`config.mk`:
```
export PLATFORM = sky130hd
export DESIGN_NAME = button_event_queue_flat
export DESIGN_NICKNAME = d
export VERILOG_FILES = /design/src/rtl/button_event_queue_if.sv /design/src/rtl/button_event_queue.sv /design/src/flat_wrapper.sv
export SDC_FILE = /design/constraint.sdc
export NUM_CORES = 1
export LEC_CHECK = 0
export BUFFER_PORTS_ARGS = -buffer_cell sky130_fd_sc_hd__buf_4
export CORE_ASPECT_RATIO = 1.1
export CORE_MARGIN = 2
export CORE_UTILIZATION = 45
export DETAILED_ROUTE_END_ITERATION = 10
export SYNTH_ARGS = -nofsm -noshare
export SYNTH_HDL_FRONTEND = slang
export SYNTH_SLANG_ARGS = --single-unit
```
`constraint.sdc`:
```
create_clock -name clk -period 2.69 [get_ports clk]
set_input_delay 0.538 -clock clk [delete_from_list [all_inputs] [get_ports clk]]
set_output_delay 0.538 -clock clk [all_outputs]
set_load 0.05 [all_outputs]
```
`src/rtl/button_event_queue_if.sv`:
```
// Valid/ready event stream from button_event_queue to its consumer.
// The queue drives head ID and occupancy; the consumer drives ready.
interface button_event_queue_if #(
  parameter int unsigned ID_W  = 2,
  parameter int unsigned CNT_W = 4
);
  logic             evt_valid;
  logic [ID_W-1:0]  evt_id;
  logic             evt_ready;
  logic [CNT_W-1:0] evt_count;

  modport master (
    output evt_valid,
    output evt_id,
    output evt_count,
    input  evt_ready
  );

  modport slave (
    input  evt_valid,
    input  evt_id,
    input  evt_count,
    output evt_ready
  );
endinterface

```
`src/rtl/button_event_queue.sv`:
```
// Serialises debounced button pulses into an ordered FIFO of button IDs (valid/ready out).
// Optional BTN_EVT_DROP_CNT_EN adds an 8-bit saturating drop_count output.
module button_event_queue #(
  parameter int unsigned NUM_BTN = 4,
  parameter int unsigned ID_W    = 2,
  parameter int unsigned DEPTH   = 8
) (
  input  logic                 clk,
  input  logic                 reset,
  input  logic [NUM_BTN-1:0]   btn_pulse,
  button_event_queue_if.master evt,
  output logic                 overflow
`ifdef BTN_EVT_DROP_CNT_EN
  ,
  output logic [7:0]           drop_count
`endif
);

  localparam int unsigned PTR_W = $clog2(DEPTH);
  localparam int unsigned CNT_W = PTR_W + 1;

  logic [NUM_BTN-1:0] pending_q, pending_d;
  logic [NUM_BTN-1:0] low_mask, push_mask, drop;
  logic [ID_W-1:0]    push_id;
  logic [ID_W-1:0]    mem_q [DEPTH];
  logic [PTR_W-1:0]   wr_ptr_q, rd_ptr_q;
  logic [CNT_W-1:0]   count_q, count_d;
  logic               overflow_q;
  logic               push, pop, not_empty;

  // Fixed priority: lowest set pending bit wins.
  always_comb begin
    push_id  = '0;
    low_mask = '0;
    for (int i = NUM_BTN - 1; i >= 0; i--) begin
      if (pending_q[i]) begin
        push_id  = ID_W'(i);
        low_mask = NUM_BTN'(1) << i;
      end
    end
  end

  // Push is gated on the pre-pop count, so a full queue never pushes through.
  always_comb begin
    not_empty = (count_q != '0);
    push      = (count_q < CNT_W'(DEPTH)) && (|pending_q);
    pop       = not_empty && evt.evt_ready;
    push_mask = push ? low_mask : '0;
    pending_d = (pending_q & ~push_mask) | btn_pulse;
    drop      = btn_pulse & pending_q & ~push_mask;
    count_d   = count_q;
    unique case ({push, pop})
      2'b10:   count_d = count_q + CNT_W'(1);
      2'b01:   count_d = count_q - CNT_W'(1);
      default: count_d = count_q;
    endcase
  end

  always_ff @(posedge clk or negedge reset) begin
    if (!reset) begin
      pending_q  <= '0;
      wr_ptr_q   <= '0;
      rd_ptr_q   <= '0;
      count_q    <= '0;
      overflow_q <= 1'b0;
      for (int i = 0; i < int'(DEPTH); i++) begin
        mem_q[i] <= '0;
      end
    end else begin
      pending_q  <= pending_d;
      count_q    <= count_d;
      overflow_q <= |drop;
      if (push) begin
        mem_q[wr_ptr_q] <= push_id;
        wr_ptr_q        <= wr_ptr_q + PTR_W'(1);
      end
      if (pop) begin
        rd_ptr_q <= rd_ptr_q + PTR_W'(1);
      end
    end
  end

  always_comb begin
    evt.evt_valid = not_empty;
    evt.evt_id    = not_empty ? mem_q[rd_ptr_q] : '0;
    evt.evt_count = count_q;
    overflow      = overflow_q;
  end

`ifdef BTN_EVT_DROP_CNT_EN
  logic [7:0] drop_count_q;
  logic [8:0] drop_sum;

  always_comb begin
    drop_sum = {1'b0, drop_count_q};
    for (int i = 0; i < int'(NUM_BTN); i++) begin
      drop_sum = drop_sum + 9'(drop[i]);
    end
  end

  always_ff @(posedge clk or negedge reset) begin
    if (!reset) begin
      drop_count_q <= '0;
    end else begin
      drop_count_q <= drop_sum[8] ? 8'hff : drop_sum[7:0];
    end
  end

  assign drop_count = drop_count_q;
`endif

endmodule

```
`src/flat_wrapper.sv`:
```
// flat-port wrapper written by rule: the top's interface ports become plain ports
module button_event_queue_flat 
#(
  parameter int unsigned NUM_BTN = 4,
  parameter int unsigned ID_W    = 2,
  parameter int unsigned DEPTH   = 8
)
  (clk, reset, btn_pulse, overflow, evt_evt_valid, evt_evt_id, evt_evt_count, evt_evt_ready);
  button_event_queue_if #(.ID_W(ID_W), .CNT_W(4)) evt_i ();
  input  logic clk;
  input  logic reset;
  input  logic [NUM_BTN-1:0] btn_pulse;
  output logic overflow;
  output wire logic [$bits(evt_i.evt_valid)-1:0] evt_evt_valid;
  output wire logic [$bits(evt_i.evt_id)-1:0] evt_evt_id;
  output wire logic [$bits(evt_i.evt_count)-1:0] evt_evt_count;
  input wire logic [$bits(evt_i.evt_ready)-1:0] evt_evt_ready;
  assign evt_evt_valid = evt_i.evt_valid;
  assign evt_evt_id = evt_i.evt_id;
  assign evt_evt_count = evt_i.evt_count;
  assign evt_i.evt_ready = evt_evt_ready;
  button_event_queue #(.NUM_BTN(NUM_BTN), .ID_W(ID_W), .DEPTH(DEPTH)) u_core (.clk(clk), .reset(reset), .btn_pulse(btn_pulse), .evt(evt_i), .overflow(overflow));
endmodule
```
==> impl_metrics.prom, run 1 <==
# TYPE chip_impl_metric gauge
chip_impl_metric{name="floorplan.initialDensity",unit="%"} 47.7
chip_impl_info{name="worst_path_dominant_cell_family",value="multiplexers"} 1
chip_impl_metric{name="finalHoldWorstSlack",unit="ns"} 0.125
chip_impl_info{name="postSynth.topFlopCell",value="dfrtp_1"} 1
chip_impl_info{name="cts_tree",value="done"} 1
chip_impl_info{name="criticalPathCategory",value="reg2out"} 1
chip_impl_metric{name="grt_pass1_wl",unit="mm"} 5.26
chip_impl_metric{name="yosys_warnings",unit=""} 0
chip_impl_metric{name="utilization",unit="%"} 54.0
chip_impl_metric{name="postSynthRegisterBits",unit=""} 31
chip_impl_metric{name="cts_buffer_depth",unit=""} 2
chip_impl_metric{name="h-tree-depth",unit=""} 2
chip_impl_metric{name="postCtsSetupBuffers",unit=""} 0
chip_impl_metric{name="final_cell_count_no_fill",unit=""} 190
chip_impl_metric{name="critical_path.max_stage_delay",unit="ns"} 0.57
chip_impl_metric{name="max_cap_violations",unit=""} 0
chip_impl_metric{name="async_reset_ff_share",unit="%"} 100
chip_impl_metric{name="synthesized_netlist_net_count",unit=""} 134
chip_impl_metric{name="chipHeight",unit="µm"} 66.9
chip_impl_metric{name="placed_cells",unit=""} 182
chip_impl_metric{name="first_iter_violations",unit=""} 30
chip_impl_metric{name="detail_route.first_pass.iterations",unit=""} 4
chip_impl_metric{name="period_share",unit="%"} 89.1
chip_impl_metric{name="placement.setup.worst_slack",unit="ns"} 0.301
chip_impl_metric{name="cells_resized_by_post_cts_repair",unit=""} 0
chip_impl_metric{name="synthCells",unit=""} 122
chip_impl_metric{name="port_buffers",unit=""} 14
chip_impl_metric{name="postSynthAreaPerCell",unit="µm²"} 13.3
chip_impl_metric{name="slew_headroom",unit="%"} 38.6
chip_impl_metric{name="ff2ff_setup_slack",unit="ns"} 0.31
chip_impl_metric{name="final-hold-violation-count",unit=""} 0
chip_impl_info{name="synth.top_cells.by_count",value="dfrtp_1, mux2_2, nand2_1"} 1
chip_impl_metric{name="critPathMaxFanout",unit=""} 6
chip_impl_metric{name="layout-drive-gt1-share",unit="%"} 39.4
chip_impl_metric{name="coreArea",unit="mm²"} 0.00339
chip_impl_metric{name="synth_edf_count",unit=""} 0
chip_impl_metric{name="netlist-cell-type-count",unit=""} 33
chip_impl_info{name="regToRegStartpoint",value="u_core.evt.evt_count[1]$_DFFE_PN0P_"} 1
chip_impl_metric{name="viasPerCell",unit=""} 5.34
chip_impl_info{name="worstSetupStartpoint",value="u_core.rd_ptr_q[0]$_DFFE_PN0P_"} 1
chip_impl_metric{name="vias_in_the_first_global_route",unit=""} 1088
chip_impl_metric{name="timing.setup.tns",unit="ns"} 0
chip_impl_info{name="worst_hold_path_type",value="in2async"} 1
chip_impl_metric{name="worstPathArrival",unit="ns"} 1.86
chip_impl_metric{name="post_route_drc",unit=""} 0
chip_impl_info{name="cp_cell_sequence",value="mux4_2 -> mux2i_1 -> nor2_1 -> buf_4"} 1
chip_impl_metric{name="timing_worst_slew_pin_value",unit="ns"} 0.914
chip_impl_metric{name="fin_nets",unit=""} 153
chip_impl_metric{name="pwr_density",unit="mW/mm²"} 1280
chip_impl_metric{name="tritoncts.num_buffers",unit=""} 5
chip_impl_info{name="synth_top_cell_by_area",value="dfrtp_1"} 1
chip_impl_metric{name="leakagePower",unit="nW"} 0.805
chip_impl_metric{name="finClkSkew",unit="ns"} 0.0147
chip_impl_info{name="post-synth-top-count-cell",value="dfrtp_1"} 1
chip_impl_info{name="critical_path.slowest_cell",value="mux4_2"} 1
chip_impl_metric{name="worst_skew_pair.late_latency",unit="ns"} 0.33
chip_impl_metric{name="cp_num_buf_inv",unit=""} 1
chip_impl_metric{name="layout_min_cycle_time",unit="ns"} 2.40
chip_impl_info{name="status",value="finished clean"} 1
chip_impl_metric{name="chipWidth",unit="µm"} 61.1
chip_impl_metric{name="hold_buffers",unit=""} 0
chip_impl_metric{name="maxSlewViolCount",unit=""} 0
chip_impl_metric{name="clock-sinks",unit=""} 31
chip_impl_metric{name="ant_nets",unit=""} 0
chip_impl_info{name="grt_setup_unrepaired",value="false"} 1
chip_impl_metric{name="flow.area_growth_from_synthesis",unit="%"} 13.0
chip_impl_metric{name="cp.required",unit="ns"} 2.15
chip_impl_metric{name="antenna_cells",unit=""} 0
chip_impl_metric{name="io_pins",unit=""} 15
chip_impl_metric{name="synth.yosys.seq_area_share",unit="%"} 48.0
chip_impl_metric{name="overall_fraction_of_global_route_tracks_in_use",unit="%"} 18.2
chip_impl_info{name="post_synth_main_area_contributors",value="dfrtp_1, mux2_2, nor4b_4"} 1
chip_impl_info{name="cp-end-kind",value="primary output"} 1
chip_impl_metric{name="synth_top_area_share",unit="%"} 48.0
chip_impl_metric{name="hpwlAfterDp",unit="mm"} 2.16
chip_impl_metric{name="rows",unit=""} 22
chip_impl_metric{name="antenna_found_initial",unit=""} 0
chip_impl_metric{name="cell_area_after_synthesis",unit="mm²"} 0.00162
chip_impl_metric{name="gpl.final_weighted_congestion",unit=""} 0.786
chip_impl_metric{name="dieArea",unit="mm²"} 0.00409
chip_impl_metric{name="final.setup.worst_slack",unit="ns"} 0.293
chip_impl_metric{name="grt_start_max_net_pins",unit=""} 32
chip_impl_metric{name="fmax",unit="MHz"} 417
chip_impl_metric{name="max-vdd-ir-drop",unit="µV"} 689
chip_impl_metric{name="finalSetupViolations",unit=""} 0
chip_impl_info{name="worst_setup_path_start_kind",value="register"} 1
chip_impl_metric{name="grt_remaining_overflow",unit=""} 0
chip_impl_metric{name="drt_wl_total",unit="mm"} 2.89
chip_impl_metric{name="clk_pin_slew_worst_paths",unit="ns"} 0.10
chip_impl_metric{name="routed-via-count",unit=""} 1015
chip_impl_metric{name="routedWlPerCell",unit="µm"} 15.2
chip_impl_info{name="clock_tree_root_driver_cell",value="clkbuf_4"} 1
## worst reg2reg max path, stage by stage (launching register included)
cell and delay, ns:
dfrtp_2 0.48, nor4_4 0.34, inv_2 0.06, and2_1 0.23, ha_1 0.30, xor2_1 0.18
ha_1 0.19, a21oi_1 0.14, xor2_1 0.15, nor2_1 0.06, xor2_1 0.14
## registers in the layout, summed over array words and instances, names as in the netlist
name and flops:
u_core.wr_ptr_q 3, u_core.mem_q 16, u_core.pending_q 4, u_core.overflow 1
u_core.rd_ptr_q 3, u_core.evt.evt_count 4
## cells by family (layout without fill, tap and decap cells)
group	Yosys count	in the layout	share of synthesized area [%]
buffers and inverters	8	28	2.09
AOI/OAI and AO/OA	14	14	6.27
xor gates and xnor gates	9	9	4.88
DFF	31	31	48.0
adders and majority gates	5	5	3.87
muxes	24	24	19.6
and+or+nand+nor	31	31	15.3
## cell type report
cell class                      count  area, µm²
Clock buffer                        7       45.0
Fill cell                         303       1560
Tap cell                           48       60.1
Clock inverter                      1       5.00
Sequential cell                    31        779
Timing Repair Buffer               14        105
Multi-Input combinational cell     83        807
Inverter                            6       25.0
## worst paths after layout
kind,to,cells after the start
setup reg to reg,u_core.evt.evt_count[2]$_DFFE_PN0P_,10
setup / recovery,evt_evt_id[0],4
min in group clk,u_core.pending_q[1]$_DFF_PN0_,2
hold / removal,u_core.mem_q[6]$_DFFE_PN0P_,1
max in group asynchronous,u_core.evt.evt_count[1]$_DFFE_PN0P_,1
hold reg to reg,u_core.mem_q[2]$_DFFE_PN0P_,1
## cells in the final DEF (no fill, tap or decap), drive strengths merged, types with 2 or more instances in the layout
master	count
nor4b	4
xor2	4
a21o	3
nand3	2
inv	6
mux4	4
mux2i	2
nand2	8
nor3	4
mux2	18
nor2	7
buf	14
o21ai	3
xnor2	5
ha	5
clkbuf	7
a21oi	4
dfrtp	31
## stage by stage
step | power (mW) | area (µm²)
2_1_floorplan | 1.81 | 1620
3_3_place_gp | 2.07 | 1780
3_5_place_dp | 2.11 | 1780
4_1_cts | 2.38 | 1830
5_1_grt | 2.54 | 1830
6_report | 2.34 | 1830
## per-layer routing
| layer | global-route usage (%) | part of all wire, % | up-vias | wire, µm |
|---|---|---|---|---|
| met5 | 0 | 0 | - | 0 |
| met4 | 5.71 | 2.0 | 0 | 57 |
| met3 | 6.41 | 4.7 | 6 | 136 |
| met2 | 27.8 | 49 | 24 | 1410 |
| met1 | 24.0 | 44 | 511 | 1290 |
| li1 | - | - | 474 | - |
## power by group
part           internal [mW]  switching (mW)  leakage [nW]
logic                  0.541           0.597         0.403
registers              0.672           0.280         0.372
clock network          0.102           0.152        0.0293
total                   1.31            1.03         0.805
No activity file was read; power rests on OpenSTA's default activity.
==> run 2: changes to the inputs <==
--- a/config.mk
+++ b/config.mk
@@ -6,10 +6,13 @@
 export NUM_CORES = 1
 export LEC_CHECK = 0
 export BUFFER_PORTS_ARGS = -buffer_cell sky130_fd_sc_hd__buf_4
+export CELL_PAD_IN_SITES_DETAIL_PLACEMENT = 1
+export CELL_PAD_IN_SITES_GLOBAL_PLACEMENT = 1
 export CORE_ASPECT_RATIO = 1.1
 export CORE_MARGIN = 2
 export CORE_UTILIZATION = 45
 export DETAILED_ROUTE_END_ITERATION = 10
+export PLACE_DENSITY_LB_ADDON = 0.1
 export SYNTH_ARGS = -nofsm -noshare
 export SYNTH_HDL_FRONTEND = slang
 export SYNTH_SLANG_ARGS = --single-unit
==> run 2 against run 1 <==
- sequential share of layout area decreased by 0.43 points
- sequential power grew 0.5%
- flip-flop and latch count stayed put
- non-clock buffer count unchanged
- final area up 1.0%
- critical path depth grew 6
- critical path type is now reg2reg
==> impl_metrics.prom, run 2 (synthesis results as in run 1) <==
# TYPE chip_impl_metric gauge
chip_impl_info{name="status",value="finished clean"} 1
chip_impl_metric{name="rows",unit=""} 22
chip_impl_metric{name="layout-drive-gt1-share",unit="%"} 40.1
chip_impl_metric{name="largest_register_ffs",unit=""} 16
chip_impl_info{name="final_cell_mix",value="dfrtp_1, mux2_2, buf_4"} 1
chip_impl_metric{name="detail_route.first_pass.iterations",unit=""} 4
chip_impl_metric{name="chipHeight",unit="µm"} 66.9
chip_impl_metric{name="critical_path.max_stage_delay",unit="ns"} 0.48
chip_impl_metric{name="tritoncts.num_buffers",unit=""} 5
chip_impl_metric{name="slew_headroom",unit="%"} 40.5
chip_impl_metric{name="chipWidth",unit="µm"} 61.1
chip_impl_metric{name="routed-via-count",unit=""} 995
chip_impl_metric{name="flow.area_growth_from_synthesis",unit="%"} 14.2
chip_impl_metric{name="coreArea",unit="mm²"} 0.00339
chip_impl_metric{name="clock-sinks",unit=""} 31
chip_impl_metric{name="worst_r2r_path_depth",unit=""} 10
chip_impl_metric{name="fmax",unit="MHz"} 411
chip_impl_info{name="clock_tree_root_driver_cell",value="clkbuf_4"} 1
chip_impl_metric{name="leakagePower",unit="nW"} 0.814
chip_impl_info{name="grt_setup_unrepaired",value="false"} 1
chip_impl_metric{name="hpwlAfterDp",unit="mm"} 2.36
chip_impl_metric{name="cells_resized_by_post_cts_repair",unit=""} 0
chip_impl_info{name="criticalPathCategory",value="reg2reg"} 1
chip_impl_metric{name="floorplan.initialDensity",unit="%"} 47.7
chip_impl_metric{name="io_pins",unit=""} 15
chip_impl_metric{name="clk_pin_slew_worst_paths",unit="ns"} 0.10
chip_impl_metric{name="multiInputGateArea",unit="µm²"} 807
chip_impl_metric{name="worst_skew_pair.late_latency",unit="ns"} 0.33
chip_impl_metric{name="dieArea",unit="mm²"} 0.00409
chip_impl_metric{name="postCtsSetupBuffers",unit=""} 0
chip_impl_metric{name="sequential_area",unit="µm²"} 779
chip_impl_metric{name="ant_nets",unit=""} 0
chip_impl_metric{name="drt_wl_total",unit="mm"} 3.07
chip_impl_info{name="path_common_cell",value="xor2_1"} 1
chip_impl_metric{name="h-tree-depth",unit=""} 2
chip_impl_info{name="worst_setup_path_start_kind",value="register"} 1
chip_impl_info{name="critical_path.slowest_cell",value="dfrtp_2"} 1
chip_impl_metric{name="cp_num_buf_inv",unit=""} 1
chip_impl_metric{name="final-hold-violation-count",unit=""} 0
chip_impl_metric{name="filler_cell_count",unit=""} 357
chip_impl_info{name="cts_tree",value="done"} 1
chip_impl_info{name="worst_hold_path_type",value="in2async"} 1
chip_impl_metric{name="grt_remaining_overflow",unit=""} 0
chip_impl_metric{name="post_route_drc",unit=""} 0
chip_impl_metric{name="grt_start_max_net_pins",unit=""} 32
chip_impl_metric{name="max_cap_violations",unit=""} 0
chip_impl_metric{name="vias_in_the_first_global_route",unit=""} 1119
chip_impl_metric{name="utilization",unit="%"} 54.5
chip_impl_metric{name="fin_nets",unit=""} 153
chip_impl_metric{name="finClkSkew",unit="ns"} 0.00802
chip_impl_metric{name="first_iter_violations",unit=""} 15
chip_impl_info{name="worst_path_dominant_cell_family",value="simple AND/OR/NAND/NOR gates"} 1
chip_impl_metric{name="total_power",unit="mW"} 2.41
chip_impl_metric{name="critPathMaxFanout",unit=""} 8
chip_impl_info{name="registers.top_by_ff_count",value="u_core.mem_q"} 1
chip_impl_metric{name="final_cell_count_no_fill",unit=""} 190
chip_impl_metric{name="timing.setup.tns",unit="ns"} 0
chip_impl_metric{name="gpl.final_weighted_congestion",unit=""} 0.748
chip_impl_metric{name="maxSlewViolCount",unit=""} 0
chip_impl_metric{name="worstPathArrival",unit="ns"} 2.63
chip_impl_metric{name="overall_fraction_of_global_route_tracks_in_use",unit="%"} 19.0
chip_impl_metric{name="routedWlPerCell",unit="µm"} 16.1
chip_impl_metric{name="cp.required",unit="ns"} 2.89
chip_impl_metric{name="antenna_found_initial",unit=""} 0
chip_impl_metric{name="placed_cells",unit=""} 182
chip_impl_metric{name="critical_path_cell_count",unit=""} 10
chip_impl_metric{name="antenna_cells",unit=""} 0
chip_impl_info{name="cp_cell_sequence",value="nor4_4 -> inv_2 -> and2_1 -> ha_1 -> xor2_1 -> ha_1 -> a21oi_1 -> xor2_1 -> nor2_1 -> xor2_1"} 1
chip_impl_metric{name="hold_buffers",unit=""} 0
chip_impl_metric{name="cts_buffer_depth",unit=""} 2
chip_impl_metric{name="period_share",unit="%"} 90.4
chip_impl_info{name="layout.cells.most_common",value="dfrtp_1"} 1
chip_impl_metric{name="finalSetupViolations",unit=""} 0
chip_impl_info{name="cp-end-kind",value="register"} 1
chip_impl_metric{name="viasPerCell",unit=""} 5.24
chip_impl_metric{name="pwr_density",unit="mW/mm²"} 1310
chip_impl_metric{name="port_buffers",unit=""} 14
chip_impl_metric{name="max-vdd-ir-drop",unit="µV"} 710
chip_impl_metric{name="layout_min_cycle_time",unit="ns"} 2.43
chip_impl_metric{name="timing_worst_slew_pin_value",unit="ns"} 0.885
chip_impl_metric{name="grt_pass1_wl",unit="mm"} 5.49
chip_impl_metric{name="finalHoldWorstSlack",unit="ns"} 0.120
==> run 2: report_power, final <==
group | switching [mW] | internal, mW
Clock | 0.154 | 0.154
Sequential | 0.285 | 0.672
Combinational | 0.610 | 0.540
Total | 1.05 | 1.37
==> run 2: worst paths after layout <==
check                                               startpoint                                   to  slack (ns)
setup / recovery           u_core.evt.evt_count[1]$_DFFE_PN0P_  u_core.evt.evt_count[2]$_DFFE_PN0P_        0.26
hold / removal                                           reset        u_core.pending_q[3]$_DFF_PN0_        0.12
setup reg to reg           u_core.evt.evt_count[1]$_DFFE_PN0P_  u_core.evt.evt_count[2]$_DFFE_PN0P_        0.26
hold reg to reg                   u_core.mem_q[12]$_DFFE_PN0P_         u_core.mem_q[12]$_DFFE_PN0P_        0.52
max in group asynchronous                                reset  u_core.evt.evt_count[1]$_DFFE_PN0P_        2.25
min in group clk                                  btn_pulse[0]        u_core.pending_q[0]$_DFF_PN0_        0.39
==> run 2: metrics by stage <==
stage                     cell area, µm²  setup WS [ns]
after floorplan                     1620         0.0863
after global placement              1780          0.373
after detailed placement            1780          0.276
after CTS                           1850          0.245
after global routing                1850         0.0838
final                               1850          0.259
==> run 2: worst reg2reg max path, delay by kind of cell (launching register included) <==
family / cells / cell delay, ns
buffers and inverters: 1 / 0.06
AO/OA/AOI/OAI: 1 / 0.18
XOR/XNOR: 3 / 0.48
adder cells (fa/ha/maj): 2 / 0.48
AND/OR/NAND/NOR: 3 / 0.64
flip-flops: 1 / 0.48
==> run 2: area by class of cell <==
class	count	share of cell area (%)
well taps	48	3.25
repair buffers	14	5.69
inverters	6	1.36
flip-flops and latches	31	42.2
clock buffers	8	3.73
multi-input cells	83	43.7
==> run 2: metal layers <==
| metal | up-vias | track usage (%) | wire [µm] |
|---|---|---|---|
| met5 | - | 0 | 0 |
| met4 | 0 | 6.52 | 42 |
| met3 | 5 | 4.85 | 97 |
| met2 | 12 | 30.3 | 1470 |
| met1 | 503 | 24.6 | 1460 |
| li1 | 475 | - | - |
==> run 3: changes to the inputs <==
--- a/config.mk
+++ b/config.mk
@@ -5,12 +5,13 @@
 export SDC_FILE = /design/constraint.sdc
 export NUM_CORES = 1
 export LEC_CHECK = 0
+export ABC_AREA = 1
 export BUFFER_PORTS_ARGS = -buffer_cell sky130_fd_sc_hd__buf_4
 export CELL_PAD_IN_SITES_DETAIL_PLACEMENT = 1
 export CELL_PAD_IN_SITES_GLOBAL_PLACEMENT = 1
 export CORE_ASPECT_RATIO = 1.1
 export CORE_MARGIN = 2
-export CORE_UTILIZATION = 45
+export CORE_UTILIZATION = 44
 export DETAILED_ROUTE_END_ITERATION = 10
 export PLACE_DENSITY_LB_ADDON = 0.1
 export SYNTH_ARGS = -nofsm -noshare
==> run 3 against run 2 <==
- count of clock-buffer cells in the layout down 2
- clock skew up 0.0025 ns
- sequential power down 9.2%
- via count up 30%
- power up 6.7%
- worst hold slack worse by 0.012 ns
- non-clock buffer count unchanged
- die area up 1.2%
- fmax up 6.9%
- worst setup slack better by 0.16 ns
- largest power group unchanged
- highest routed layer unchanged
==> impl_metrics.prom, run 3 <==
# TYPE chip_impl_metric gauge
chip_impl_metric{name="clock-sinks",unit=""} 31
chip_impl_info{name="cp_cell_sequence",value="inv_2 -> o21ai_0 -> o211ai_1 -> nand2_1 -> nor2_1 -> buf_4"} 1
chip_impl_metric{name="dieArea",unit="mm²"} 0.00414
chip_impl_metric{name="hold_buffers",unit=""} 0
chip_impl_metric{name="final_cell_count_no_fill",unit=""} 254
chip_impl_info{name="criticalPathCategory",value="reg2out"} 1
chip_impl_metric{name="io_pins",unit=""} 15
chip_impl_metric{name="finalSetupViolations",unit=""} 0
chip_impl_metric{name="leakagePower",unit="nW"} 0.901
chip_impl_metric{name="drt_wl_total",unit="mm"} 3.55
chip_impl_metric{name="layout_min_cycle_time",unit="ns"} 2.27
chip_impl_metric{name="postCtsSetupBuffers",unit=""} 0
chip_impl_info{name="layout.cells.most_common",value="nand2_1"} 1
chip_impl_metric{name="synth.mux.area_fraction",unit="%"} 0
chip_impl_info{name="crit_path_end",value="evt_evt_id[0]"} 1
chip_impl_metric{name="synth_fa_ha_area_share",unit="%"} 3.91
chip_impl_metric{name="largest_register_ffs",unit=""} 16
chip_impl_metric{name="fin_nets",unit=""} 217
chip_impl_info{name="synth.top_cells.by_count",value="nand2_1, dfrtp_1, nor2_1"} 1
chip_impl_info{name="registers.top_by_ff_count",value="u_core.mem_q"} 1
chip_impl_metric{name="synth_edf_count",unit=""} 0
chip_impl_metric{name="cts_buffer_depth",unit=""} 2
chip_impl_info{name="post-synth-top-count-cell",value="nand2_1"} 1
chip_impl_metric{name="post_route_drc",unit=""} 0
chip_impl_metric{name="grt_use_met3",unit="%"} 5.17
chip_impl_metric{name="placed_cells",unit=""} 246
chip_impl_metric{name="worst_skew_pair.late_latency",unit="ns"} 0.34
chip_impl_metric{name="cells_resized_by_post_cts_repair",unit=""} 0
chip_impl_metric{name="utilization",unit="%"} 54.1
chip_impl_metric{name="timing.setup.tns",unit="ns"} 0
chip_impl_metric{name="tritoncts.num_buffers",unit=""} 5
chip_impl_metric{name="flow.area_growth_from_synthesis",unit="%"} 15.4
chip_impl_info{name="postSynth.topFlopCell",value="dfrtp_1"} 1
chip_impl_info{name="grt_busiest_layer",value="met2"} 1
chip_impl_metric{name="fmax",unit="MHz"} 440
chip_impl_info{name="grt_setup_unrepaired",value="false"} 1
chip_impl_metric{name="coreArea",unit="mm²"} 0.00341
chip_impl_metric{name="globalRouteMet2Util",unit="%"} 33.6
chip_impl_metric{name="antenna_cells",unit=""} 0
chip_impl_info{name="cts_tree",value="done"} 1
chip_impl_metric{name="critical_path_cell_count",unit=""} 6
chip_impl_metric{name="cell_area_after_synthesis",unit="mm²"} 0.00160
chip_impl_metric{name="period_share",unit="%"} 84.5
chip_impl_info{name="worst_path_dominant_cell_family",value="flip-flops"} 1
chip_impl_metric{name="synthCells",unit=""} 185
chip_impl_metric{name="yosys_warnings",unit=""} 0
chip_impl_metric{name="grt_pass1_wl",unit="mm"} 6.19
chip_impl_metric{name="antenna_found_initial",unit=""} 0
chip_impl_metric{name="groute.layer.met1.usage",unit="%"} 26.2
chip_impl_metric{name="worstPathArrival",unit="ns"} 1.74
chip_impl_metric{name="grt_remaining_overflow",unit=""} 0
chip_impl_metric{name="synth_xor_xnor_area_share",unit="%"} 3.28
chip_impl_metric{name="synth_compound_area_share",unit="%"} 13.2
chip_impl_metric{name="ff2ff_setup_slack",unit="ns"} 0.62
chip_impl_metric{name="finClkSkew",unit="ns"} 0.0105
chip_impl_metric{name="maxSlewViolCount",unit=""} 0
chip_impl_metric{name="routedWlPerCell",unit="µm"} 14.0
chip_impl_metric{name="overall_fraction_of_global_route_tracks_in_use",unit="%"} 20.6
chip_impl_metric{name="slew_headroom",unit="%"} 54.7
chip_impl_metric{name="cp.required",unit="ns"} 2.15
chip_impl_info{name="worst_hold_path_type",value="in2async"} 1
chip_impl_metric{name="rows",unit=""} 22
chip_impl_metric{name="routed-via-count",unit=""} 1291
chip_impl_metric{name="clk_pin_slew_worst_paths",unit="ns"} 0.11
chip_impl_metric{name="synthesized_netlist_net_count",unit=""} 197
chip_impl_metric{name="critical_path.max_stage_delay",unit="ns"} 0.56
chip_impl_metric{name="final-hold-violation-count",unit=""} 0
chip_impl_metric{name="gpl.final_weighted_congestion",unit=""} 0.774
chip_impl_metric{name="vias_in_the_first_global_route",unit=""} 1364
chip_impl_info{name="final_cell_mix",value="nand2_1, dfrtp_1, nor2_1"} 1
chip_impl_info{name="synth_top_cell_by_area",value="dfrtp_1"} 1
chip_impl_metric{name="max-vdd-ir-drop",unit="µV"} 481
chip_impl_metric{name="post_synthesis_share_of_cell_area_spent_on_and_or_nand_and_nor_gates",unit="%"} 26.6
chip_impl_info{name="worst_setup_path_start_kind",value="register"} 1
chip_impl_info{name="regToRegStartpoint",value="u_core.evt.evt_count[0]$_DFFE_PN0P_"} 1
chip_impl_info{name="cp-end-kind",value="primary output"} 1
chip_impl_metric{name="max_cap_violations",unit=""} 0
chip_impl_metric{name="synth.yosys.seq_area_share",unit="%"} 48.4
chip_impl_metric{name="viasPerCell",unit=""} 5.08
chip_impl_metric{name="detail_route.first_pass.iterations",unit=""} 4
chip_impl_metric{name="floorplan.initialDensity",unit="%"} 46.9
chip_impl_metric{name="timing_worst_slew_pin_value",unit="ns"} 0.675
chip_impl_metric{name="async_reset_ff_share",unit="%"} 100
chip_impl_info{name="status",value="finished clean"} 1
chip_impl_metric{name="pwr_density",unit="mW/mm²"} 1390
chip_impl_metric{name="hpwlAfterDp",unit="mm"} 2.66
chip_impl_info{name="clock_tree_root_driver_cell",value="clkbuf_4"} 1
chip_impl_metric{name="postSynthAreaPerCell",unit="µm²"} 8.66
chip_impl_info{name="worstSetupStartpoint",value="u_core.rd_ptr_q[0]$_DFFE_PN0P_"} 1
chip_impl_metric{name="netlist-cell-type-count",unit=""} 27
chip_impl_metric{name="port_buffers",unit=""} 14
chip_impl_metric{name="postSynthRegisterBits",unit=""} 31
chip_impl_metric{name="synth_top_area_share",unit="%"} 48.4
chip_impl_metric{name="chipWidth",unit="µm"} 61.5
chip_impl_info{name="critical_path.slowest_cell",value="dfrtp_1"} 1
chip_impl_metric{name="cp_num_buf_inv",unit=""} 2
chip_impl_info{name="crit-reg2reg-capture",value="u_core.evt.evt_count[2]$_DFFE_PN0P_"} 1
chip_impl_metric{name="grt_start_max_net_pins",unit=""} 32
chip_impl_info{name="post_synth_main_area_contributors",value="dfrtp_1, nand2_1, o21ai_1"} 1
chip_impl_metric{name="first_iter_violations",unit=""} 61
chip_impl_metric{name="critPathMaxFanout",unit=""} 10
chip_impl_info{name="combinational_family_with_the_most_area_after_synthesis",value="simple AND/OR/NAND/NOR gates"} 1
chip_impl_metric{name="worst_r2r_path_depth",unit=""} 11
chip_impl_metric{name="layout-drive-gt1-share",unit="%"} 20.9
chip_impl_metric{name="chipHeight",unit="µm"} 67.3
chip_impl_metric{name="ant_nets",unit=""} 0
chip_impl_metric{name="h-tree-depth",unit=""} 2
==> run 3: changes by cell type after synthesis, moves of 3 or more <==
| cell | previous run | this run |
|---|---|---|
| nand3_1 | 2 | 6 |
| nand2_1 | 8 | 37 |
| inv_2 | 0 | 5 |
| o21ai_0 | 3 | 12 |
| xnor2_1 | 5 | 2 |
| nand2_2 | 0 | 8 |
| nor2_1 | 6 | 23 |
| nor4b_4 | 4 | 0 |
| inv_1 | 5 | 13 |
| o21ai_1 | 0 | 19 |
| mux4_2 | 4 | 0 |
| mux2_2 | 17 | 0 |
==> run 3: cell families (layout without fill, tap and decap cells) <==
logic type,after synthesis,after routing
xor+xnor,6,6
simple gates,85,85
flops,31,31
fa+ha+maj,5,5
buf+inv,19,40
compound gates,39,39
==> run 3: final cells by class <==
type                    count  area, µm²
fillers                   430       1570
well taps                  48       60.1
multi-input cells         135        753
repair buffers             14        105
clock buffers               6       51.3
clock inverters             2       35.0
flip-flops and latches     31        776
inverters                  18       67.6
==> run 3: how the worst min path moves through the flow <==
stage,startpoint,depth (start not counted),slack [ns],end
after floorplan,reset,0,0.24,u_core.evt.evt_count[0]$_DFFE_PN0P_
after global placement,u_core.mem_q[5]$_DFFE_PN0P_,2,0.47,u_core.mem_q[5]$_DFFE_PN0P_
after detailed placement,u_core.mem_q[3]$_DFFE_PN0P_,2,0.48,u_core.mem_q[3]$_DFFE_PN0P_
after CTS,reset,1,0.12,u_core.rd_ptr_q[0]$_DFFE_PN0P_
after global routing,reset,1,0.13,u_core.mem_q[3]$_DFFE_PN0P_
final,reset,1,0.11,u_core.evt.evt_count[2]$_DFFE_PN0P_
==> run 3: metrics by stage <==
stage / setup WS (ns) / cell area [µm²] / power (mW) / hold WS, ns
5_1_grt: 0.174 / 1850 / 2.81 / 0.126
2_1_floorplan: 0.320 / 1600 / 1.83 / 0.242
3_5_place_dp: 0.638 / 1760 / 2.20 / 0.483
3_3_place_gp: 0.789 / 1760 / 2.13 / 0.467
6_report: 0.416 / 1850 / 2.58 / 0.108
4_1_cts: 0.385 / 1850 / 2.60 / 0.120
==> run 3: report_power, final <==
group / switching [mW] / total [mW] / internal (mW)
clock: 0.172 / 0.391 / 0.219
combinational: 0.863 / 1.32 / 0.453
sequential: 0.209 / 0.869 / 0.660
==> run 3: layer usage <==
metal  wire, µm  vias up  share of wire, %
met5          0        -                 0
li1           -      645                 -
met4         58        0               1.6
met3        103        6               2.9
met1       1630      626                46
met2       1760       14                50
